`config.mk`:
```
export PLATFORM = sky130hd
export DESIGN_NAME = read_cmd_executor
export DESIGN_NICKNAME = d
export VERILOG_FILES = /design/src/rtl/read_cmd_executor.sv
export SDC_FILE = /design/constraint.sdc
export NUM_CORES = 2
export LEC_CHECK = 0
export ABC_CLOCK_PERIOD_IN_PS = 6100
export BUFFER_PORTS_ARGS = -buffer_cell sky130_fd_sc_hd__buf_2
export CAP_MARGIN = 25
export CORE_ASPECT_RATIO = 0.8
export CORE_UTILIZATION = 52
export DETAILED_ROUTE_END_ITERATION = 6
export GPL_TIMING_DRIVEN = 0
export PLACE_DENSITY = 0.71
export SLEW_MARGIN = 10
export SYNTH_ARGS = -nofsm -noshare
export SYNTH_HDL_FRONTEND = slang
export SYNTH_HIERARCHICAL = 1
export SYNTH_MEMORY_MAX_BITS = 65536
export SYNTH_SLANG_ARGS = --single-unit
```
`constraint.sdc`:
```
create_clock -name clk_clk -period 6.1 [get_ports clk_clk]
set_input_delay 0.305 -clock clk_clk [delete_from_list [all_inputs] [get_ports clk_clk]]
set_output_delay 0.305 -clock clk_clk [all_outputs]
set_load 0.02 [all_outputs]
```
`src/rtl/read_cmd_executor.sv`:
```
// Read-command sink: decodes {eop, len, addr} commands, issues credit-limited Avalon-MM
// burst reads and streams the returned words out over AXI-stream with tlast framing.

module read_cmd_executor_chk #(
    parameter int FIFO_DEPTH = 64,
    parameter int CW         = 7
) (
    input logic          clk,
    input logic          reset,
    input logic          push,
    input logic          pop,
    input logic [CW-1:0] count
);
    // The return FIFO must never be written while full without a matching pop.
    overflow_a: assert property (@(posedge clk) disable iff (reset)
        !(push && !pop && (count == CW'(FIFO_DEPTH))));
endmodule

module read_cmd_executor #(
    parameter int DATA_W     = 64,
    parameter int MAX_BURST  = 16,
    parameter int BURST_W    = 5,
    parameter int FIFO_DEPTH = 64
) (
    input  logic               clk_clk,
    input  logic               reset_reset,
    input  logic               cmd_tvalid,
    output logic               cmd_tready,
    input  logic [96:0]        cmd_tdata,
    output logic [63:0]        avm_address,
    output logic               avm_read,
    output logic [BURST_W-1:0] avm_burstcount,
    input  logic               avm_waitrequest,
    input  logic [DATA_W-1:0]  avm_readdata,
    input  logic               avm_readdatavalid,
    output logic               out_tvalid,
    input  logic               out_tready,
    output logic [DATA_W-1:0]  out_tdata,
    output logic               out_tlast,
    output logic               busy,
    output logic [31:0]        cmd_done_count
);
    localparam int AW = $clog2(FIFO_DEPTH);
    localparam int CW = AW + 1;
    localparam int RW = CW + 1;

    typedef enum logic [1:0] {
        IDLE  = 2'd0,
        ISSUE = 2'd1,
        DRAIN = 2'd2
    } state_t;

    state_t              state_r, state_n;
    logic [63:0]         addr_r, addr_n;
    logic [32:0]         remaining_r, remaining_n;
    logic [32:0]         beats_r, beats_n;
    logic [32:0]         recv_r, recv_n;
    logic                last_flag_r, last_flag_n;
    logic [CW-1:0]       outstanding_r, outstanding_n;
    logic [CW-1:0]       fifo_count_r, fifo_count_n;
    logic [AW-1:0]       wr_ptr_r, rd_ptr_r;
    logic [DATA_W:0]     mem_r [FIFO_DEPTH];
    logic                avm_read_r, avm_read_n;
    logic [63:0]         avm_address_r, avm_address_n;
    logic [BURST_W-1:0]  avm_burstcount_r, avm_burstcount_n;
    logic                cmd_tready_r;
    logic                busy_r;
    logic [31:0]         done_count_r;

    logic                hs_s, push_s, pop_s, accept_s, done_inc_s, last_bit_s, out_tvalid_s;
    logic [31:0]         dec_len_s;
    logic [32:0]         dec_beats_s;
    logic [BURST_W-1:0]  burst_n_s;
    logic [RW-1:0]       reserved_n_s;
    logic [DATA_W:0]     head_s;
    logic                unused_s;

    assign hs_s         = cmd_tvalid && cmd_tready_r;
    assign dec_len_s    = cmd_tdata[95:64];
    assign dec_beats_s  = ({1'b0, dec_len_s} + 33'd7) >> 3'd3;
    assign unused_s     = ^cmd_tdata[2:0];
    // Responses with nothing outstanding are leftovers from before a reset and are dropped.
    assign push_s       = avm_readdatavalid && (outstanding_r != {CW{1'b0}});
    assign out_tvalid_s = (fifo_count_r != {CW{1'b0}});
    assign pop_s        = out_tvalid_s && out_tready;
    assign last_bit_s   = last_flag_r && ((recv_r + 33'd1) == beats_r);
    assign head_s       = mem_r[rd_ptr_r];

    // Command decode, FSM next state and credit bookkeeping.
    always_comb begin
        state_n     = state_r;
        addr_n      = addr_r;
        remaining_n = remaining_r;
        beats_n     = beats_r;
        last_flag_n = last_flag_r;
        recv_n      = push_s ? (recv_r + 33'd1) : recv_r;
        accept_s    = 1'b0;
        done_inc_s  = 1'b0;
        case (state_r)
            IDLE: begin
                if (hs_s) begin
                    if (dec_len_s == 32'd0) begin
                        done_inc_s = 1'b1;
                    end else begin
                        state_n     = ISSUE;
                        addr_n      = {cmd_tdata[63:3], 3'b000};
                        remaining_n = dec_beats_s;
                        beats_n     = dec_beats_s;
                        last_flag_n = cmd_tdata[96];
                        recv_n      = 33'd0;
                    end
                end else begin
                    state_n = IDLE;
                end
            end
            ISSUE: begin
                if (avm_read_r && !avm_waitrequest) begin
                    accept_s    = 1'b1;
                    addr_n      = addr_r + (64'(avm_burstcount_r) << 3'd3);
                    remaining_n = remaining_r - 33'(avm_burstcount_r);
                    if (remaining_n == 33'd0) begin
                        state_n = DRAIN;
                    end else begin
                        state_n = ISSUE;
                    end
                end else begin
                    state_n = ISSUE;
                end
            end
            DRAIN: begin
                if ((outstanding_r == {CW{1'b0}}) && (recv_r == beats_r)) begin
                    state_n    = IDLE;
                    done_inc_s = 1'b1;
                end else begin
                    state_n = DRAIN;
                end
            end
            default: state_n = IDLE;
        endcase
        outstanding_n = outstanding_r - CW'(push_s)
                      + (accept_s ? CW'(avm_burstcount_r) : {CW{1'b0}});
        fifo_count_n  = fifo_count_r + CW'(push_s) - CW'(pop_s);
    end

    // Next Avalon request: held through waitrequest, otherwise issued when the credits cover it.
    always_comb begin
        burst_n_s    = (remaining_n >= 33'(MAX_BURST)) ? BURST_W'(MAX_BURST) : BURST_W'(remaining_n);
        reserved_n_s = RW'(fifo_count_n) + RW'(outstanding_n) + RW'(burst_n_s);
        if (avm_read_r && avm_waitrequest) begin
            avm_read_n       = 1'b1;
            avm_address_n    = avm_address_r;
            avm_burstcount_n = avm_burstcount_r;
        end else begin
            avm_read_n       = (state_n == ISSUE) && (remaining_n != 33'd0)
                             && (reserved_n_s <= RW'(FIFO_DEPTH));
            avm_address_n    = avm_read_n ? addr_n : avm_address_r;
            avm_burstcount_n = avm_read_n ? burst_n_s : avm_burstcount_r;
        end
    end

    // Control, request and counter registers.
    always_ff @(posedge clk_clk) begin
        if (reset_reset) begin
            state_r          <= IDLE;
            addr_r           <= 64'd0;
            remaining_r      <= 33'd0;
            beats_r          <= 33'd0;
            recv_r           <= 33'd0;
            last_flag_r      <= 1'b0;
            outstanding_r    <= {CW{1'b0}};
            fifo_count_r     <= {CW{1'b0}};
            wr_ptr_r         <= {AW{1'b0}};
            rd_ptr_r         <= {AW{1'b0}};
            avm_read_r       <= 1'b0;
            avm_address_r    <= 64'd0;
            avm_burstcount_r <= {BURST_W{1'b0}};
            cmd_tready_r     <= 1'b0;
            busy_r           <= 1'b0;
            done_count_r     <= 32'd0;
        end else begin
            state_r          <= state_n;
            addr_r           <= addr_n;
            remaining_r      <= remaining_n;
            beats_r          <= beats_n;
            recv_r           <= recv_n;
            last_flag_r      <= last_flag_n;
            outstanding_r    <= outstanding_n;
            fifo_count_r     <= fifo_count_n;
            wr_ptr_r         <= wr_ptr_r + AW'(push_s);
            rd_ptr_r         <= rd_ptr_r + AW'(pop_s);
            avm_read_r       <= avm_read_n;
            avm_address_r    <= avm_address_n;
            avm_burstcount_r <= avm_burstcount_n;
            cmd_tready_r     <= (state_n == IDLE);
            busy_r           <= (state_n != IDLE);
            done_count_r     <= done_count_r + {31'd0, done_inc_s};
        end
    end

    // Return-data storage; emptiness is tracked by the pointers and count only.
    always_ff @(posedge clk_clk) begin
        if (push_s) begin
            mem_r[wr_ptr_r] <= {last_bit_s, avm_readdata};
        end
    end

    read_cmd_executor_chk #(.FIFO_DEPTH(FIFO_DEPTH), .CW(CW)) u_chk (
        .clk   (clk_clk),
        .reset (reset_reset),
        .push  (push_s),
        .pop   (pop_s),
        .count (fifo_count_r)
    );

    assign cmd_tready     = cmd_tready_r;
    assign avm_read       = avm_read_r;
    assign avm_address    = avm_address_r;
    assign avm_burstcount = avm_burstcount_r;
    assign out_tvalid     = out_tvalid_s;
    assign out_tdata      = head_s[DATA_W-1:0];
    assign out_tlast      = out_tvalid_s && head_s[DATA_W];
    assign busy           = busy_r;
    assign cmd_done_count = done_count_r;
endmodule

```
Word level (Yosys, flattened, before mapping)
Memories as Yosys holds them, arrays and structs flattened. A register that Yosys moved wholly into a read port is not among the register bits.
Cells that the tools add are included.
Cells by class
  add/subtract/negate cells: 13
  $mul: 0
  divide/modulo/power cells: 0
  order comparisons: 2
  equality and inequality tests: 5
  shifts and indexed selects: 0
  muxes and demuxes: 30
  bitwise gates (word level): 2
  reductions and logical operators: 22
Operator list (number)
  $mux 33: 7
  $mux 64: 3
  $pmux 64 s2: 1
  $eq 33x30->1: 2
  $pmux 33 s2: 1
  $add 64x8->64: 1
  $add 32x3->33 const B: 1
  $add 33x1->33 const B: 1
  $ge 33x5->1 const B: 1
  $logic_not 33->1: 1
  $reduce_bool 33->1: 1
  $sub 33x5->33: 1
  $add 32x1->32: 1
  $logic_not 32->1: 1
  $reduce_bool 7->1: 2
  $sub 7x1->7: 2
  $add 6x1->6: 2
  $logic_and 1x1->1: 10
  $mux 2: 5
  $mux 5: 2
  $add 7x7->8: 1
  $add 8x5->8: 1
  $le 8x7->1 const B: 1
  $mux 1: 8
  other kinds (14): 17
Storage, ports and cells
  register bits: 293
  bits in latches: 0
  bits in writable memories: 4160
  ROM bits: 0
  output and inout port bits: 170
  word-level logic and storage cells: 91
  memories kept: 1
Memories
  mem_r: words 64, bits a word 65, rd ports 1, clocked after Yosys merged registers in 1, write ports 1, RTL line 62  | logic [DATA_W:0] mem_r [FIFO_DEPTH];

Logic depth before layout (Yosys ltp)
  word-level depth: 11
  gate-level depth with buffers: 28
  depth with buffers taken out: 25

Worst setup path after synthesis
OpenSTA, ideal clock, no wires.
  kind: register to register
  from: register recv_r[2]
  to: memory mem_r[0][64] in the netlist's numbering (data pin)
  setup time: 0.864 ns
  data arrival time: 5.728 ns
  required time: 5.236 ns
  slack: -0.492 ns
  cell stages (with the launch flop): 11
  clock period less this slack: 6.592 ns
  path through: dfxtp_1 clkbuf_1 and3_1 nand3_1 xnor2_1 or4_1 a2111oi_0 nand3_1 nor3_1 o211ai_1 nor4_1
Between the ends
  longest elaborated chain between the ends: 3
RTL lines
  start, declared: RTL line 57  | logic [32:0] recv_r, recv_n;
  start signal, assigned: RTL line 185  | recv_r <= recv_n;
  $add 33x1->33: RTL line 86  | assign last_bit_s = last_flag_r && ((recv_r + 33'd1) == beats_r);
  $eq 33x30->1: RTL line 86
  $logic_and 1x1->1: RTL line 86
  named net last_bit_s: RTL line 70  | logic hs_s, push_s, pop_s, accept_s, done_inc_s, last_bit_s, out_tvalid_s;
  end, declared: RTL line 62
The timed path passes the listed nets, and every way through them passes these cells.

Worst setup path after layout
  from: register remaining_r[14]
  to: register avm_address_r[15] (netlist: avm_address[15])
Between the ends
  longest elaborated chain between the ends: 9
RTL lines
  start, declared: RTL line 55  | logic [32:0] remaining_r, remaining_n;
  start signal, assigned: RTL line 183  | remaining_r <= remaining_n;
  $sub 33x5->33 / $mux 33 (equally long branches): RTL line 120, 102
  $mux 33 (on tied branches): RTL line 117, 101
  $pmux 33 s2 *: RTL line 99  | case (state_r)
  $ge 33x5->1 *: RTL line 147  | burst_n_s = (remaining_n >= 33'(MAX_BURST)) ? BURST_W'(MAX_BURST) : BURST_W'(remaining_n);
  $mux 5 *: RTL line 147
  named net burst_n_s[4]: RTL line 73  | logic [BURST_W-1:0] burst_n_s;
  $add 8x5->8 *: RTL line 148  | reserved_n_s = RW'(fifo_count_n) + RW'(outstanding_n) + RW'(burst_n_s);
  $le 8x7->1 *: RTL line 155  | && (reserved_n_s <= RW'(FIFO_DEPTH));
  $logic_and 1x1->1 *: RTL line 155
  $reduce_and 2->1 (no line) *
  end signal, assigned: RTL line 192  | avm_address_r <= avm_address_n;
  end, declared: RTL line 64  | logic [63:0] avm_address_r, avm_address_n;
Mark *: on every way through the listed nets, which the timed path passes. The rest lies on a longest branch.
A chain may end at the register's enable or synchronous reset.

==> results.toml <==
[floorplanning]
io_pins = 337
die_y_um = 519
die_w_um = 648
rows = 189
design.core.area_um2 = 332000
start_util_pct = 52.3
design.die.area_um2 = 336000

[pwr]
p_leak_nw = 63.8
design_power_total_mw = 77.6
p_per_area_nw_per_um2 = 380
irDropWorstVdd_uv = 462

[yosys]
synth-seq-cells = 4453
synth_compound_area_share_pct = 1.36
synth-simple-area-share_pct = 2.67
syn_area_per_cell_um2 = 21.9
synth-edff-count = 4160
synth_top_family_by_area = "multiplexers"
synth_mux_area_share_pct = 18.2
yosys_warnings = 6
ys.flop_type = "edfxtp_1"
syn_inst = 7913
ys_top_cells_by_area = "edfxtp_1, mux4_2, dfxtp_1, clkbuf_1, nor2_1"
netlist-cell-type-count = 77
seq_area_frac_synth_pct = 75.3
yosysTopAreaCell = "edfxtp_1"
async_reset_ff_share_pct = 0
synth_fa_ha_area_share_pct = 0.439
synth_top_area_share_pct = 71.9
synth_xor_area_share_pct = 0.968
synth_nets = 8135
syn_area_um2 = 174000

[critical_path]
r2r_cells = 26
crit_path_end_kind = "flop"
r2r_setup_slack_ps = -40
cp_data_arrival_time_ps = 6960
crit_required_ps = 6920
r2r-start = "remaining_r[14]"
crit_path_max_fanout = 10
crit_type = "flop to flop"
crit_path_start_kind = "flop"
r2r-end = "avm_address[15]"
cp-endpoint = "avm_address[15]"
crit_start = "remaining_r[14]"

[routing]
ant_nets = 0
drc = 0
viasPerCell = 6.48
first_pass_iters = 6
wire_per_inst_um = 33.8
drtIter0Drc = 12900
via_count = 90400
drt-total-wl_um = 471000

[sta]
period_minus_slack_ps = 6140
setup_tns_ps = -1360
rsz0062_at_grt = "yes"
final_hold_viol_count = 0
slew_viol_final = 0
finalWorstSetupSlack_ps = -44.6
worst_pin_slew_ps = 1160
finalCritPeriodShare_pct = 101
fmax_mhz = 163
finClkSkew_ps = 55.8
slew_headroom_pct = 22.4
whs_ps = 48.0
setup_viol = 61

[cells_and_area]
num-nets-final = 9442
post-route-cell-area_um2 = 204000
stdcell_count = 14000
fillCellCount = 22000
layout-drive-gt1-share_pct = 31.4
area_delta_synth_final_pct = 17.6
seqCellArea_um2 = 131000
multi_input_area_um2 = 42300

[cts]
numClockSinks = 4453
insertion_delay_ps = 940
cts-buffers-inserted = 417
htreeDepth = 5
cts_tree = "built"
cts_buffer_depth = 4
root_buffer = "clkbuf_16"
clk_pin_slew_ps = 70

[global_routing]
grt_remaining_overflow = 0
grt_usage_pct = 27.8
first_global_vias = 88900
grt_pass1_wl_um = 659000
grt_max_degree = 65
antenna_found_initial = 42

[flow_run]
maxCapViolCount = 0

[placement]
dpl_cell_area_um2 = 187000
place_inst = 12900
dpl.hpwl_um = 327000
place_congestion = 0.880
numPortBuffers = 332

[hold_path]
hold_class = "input port to flop"

[run_status]
violations = "negative setup slack"
status = "finished with violations"
-- kinds of logic after synthesis --
| family | Yosys count |
|---|---|
| simple gates | 932 |
| mux | 1441 |
| flops | 4453 |
| xor+xnor | 192 |
| compound gates | 362 |
| buf+inv | 478 |
| fa+ha+maj | 55 |
-- worst min path at each step --
stage,startpoint,end,slack [ps],cells past startpoint
after floorplan,avm_readdata[0],mem_r[0][0],400,0
after global placement,addr_r[0],addr_r[0],440,1
after detailed placement,addr_r[0],addr_r[0],450,1
after CTS,cmd_tdata[71],beats_r[4],0.2,5
after global routing,cmd_tdata[79],beats_r[12],80,4
final,cmd_tdata[71],beats_r[4],50,5
-- timing repair --
action,4_1_cts,5_1_grt
resized for setup,107,125
buffers inserted,25,30
gates cloned,1,3
endpoints found under the setup margin,70,70
endpoints found under the hold margin,167,2156
pin swaps,24,37
hold buffers,99,40
-- metal layers --
layer  global-route usage (%)  wire, um  part of all wire [%]
met3                     6.78     59000                    13
met1                     41.0    183000                    39
met5                        0        34                0.0072
met4                     7.91     14600                   3.1
met2                     41.8    215000                    46
-- stage by stage --
step	worst slack, ps	utilization, %
after global placement	-3790	54.5
after global routing	-164	61.6
after floorplan	20.4	-
final	-44.6	61.6
after detailed placement	-1880	56.4
after CTS	-45.2	60.9
-- layout make-up --
cell class | instances | area share, %
inverters | 52 | 0.0998
plain buffers | 418 | 0.873
clock buffers | 524 | 5.42
well taps | 4393 | 2.69
flip-flops and latches | 4453 | 64.0
multi-input cells | 2982 | 20.7
repair buffers | 896 | 5.14
diodes | 18 | 0.0221
clock inverters | 225 | 0.998
-- cells in the mapped netlist, types with 6 or more instances --
master	n
xnor2_1	94
nand3_1	89
a22oi_1	39
mux2_2	9
a221oi_1	14
o22ai_1	12
mux4_2	1365
a31oi_1	19
nor3_1	63
or4_1	12
buf_1	87
mux2_1	59
and2_1	15
nor4b_1	7
nor2_1	281
edfxtp_1	4160
o31ai_1	7
ha_1	45
buf_6	6
nand2b_1	12
o21ai_0	55
nor2b_1	94
nand3b_1	6
fa_1	10
clkbuf_1	332
and3_1	34
o21bai_1	10
mux2i_1	8
nand2_1	172
a211oi_1	18
and4_1	11
a21oi_1	118
or3_1	31
xor2_1	98
nor4_1	31
a21o_1	13
inv_1	52
dfxtp_1	293
nand4_1	53
-- where the power goes --
| part | switching (mW) | internal (mW) | total (mW) |
|---|---|---|---|
| registers | 0.210 | 33.9 | 34.1 |
| logic | 9.60 | 8.51 | 18.1 |
| clock network | 11.2 | 14.2 | 25.4 |
| total | 21.0 | 56.6 | 77.6 |
-- registers in the layout, indices dropped and copies added, names as in the netlist, 2 cells and up --
name,cells
mem_r,4160
addr_r,64
avm_address,64
recv_r,33
remaining_r,33
cmd_done_count,32
beats_r,30
fifo_count_r,7
outstanding_r,7
rd_ptr_r,6
wr_ptr_r,6
avm_burstcount,5
state_r,2
-- worst max-delay path, stage by stage, from the launching register on --
cell and delay, ps:
dfxtp_4 350, or4_4 550, buf_6 150, nor3_4 260, nand3_4 120, o311a_4 330, a2111oi_4 440, nand4_1 180
nor4_2 280, nand3_2 200, buf_8 190, nor2_4 110, fa_1 410, ha_2 210, fa_2 380, a21oi_2 140
nor2_1 50, nor2_1 130, o21bai_1 120, a21oi_2 190, xnor2_2 90, a211oi_2 200, buf_4 160, o211ai_4 130
buf_12 190, buf_12 160, mux2_4 310
-- cells in the final DEF (no fill, tap or decap), types with 33 or more instances in the layout --
cell type	netlist	routed
mux4_2	1365	1365
a22oi_1	39	39
o21ai_0	55	54
a21oi_1	118	116
mux2_4	0	59
nor3_1	63	58
and3_1	34	33
inv_1	52	47
clkinv_1	0	83
nand2_1	172	171
dfxtp_1	293	282
buf_6	6	68
dlygate4sd3_1	0	139
buf_2	1	363
nand3_1	89	84
buf_8	0	39
clkbuf_16	0	427
edfxtp_1	4160	4160
buf_1	87	60
buf_16	0	47
xor2_1	98	98
nor2b_1	94	92
nand4_1	53	53
clkbuf_1	332	370
buf_12	0	225
ha_1	45	39
nor2_4	0	65
bufinv_16	0	33
xnor2_1	94	92
clkbuf_2	0	43
nor2_1	281	214
clkinv_2	0	78
buf_4	0	45
No activity file was read; power rests on OpenSTA's default activity.
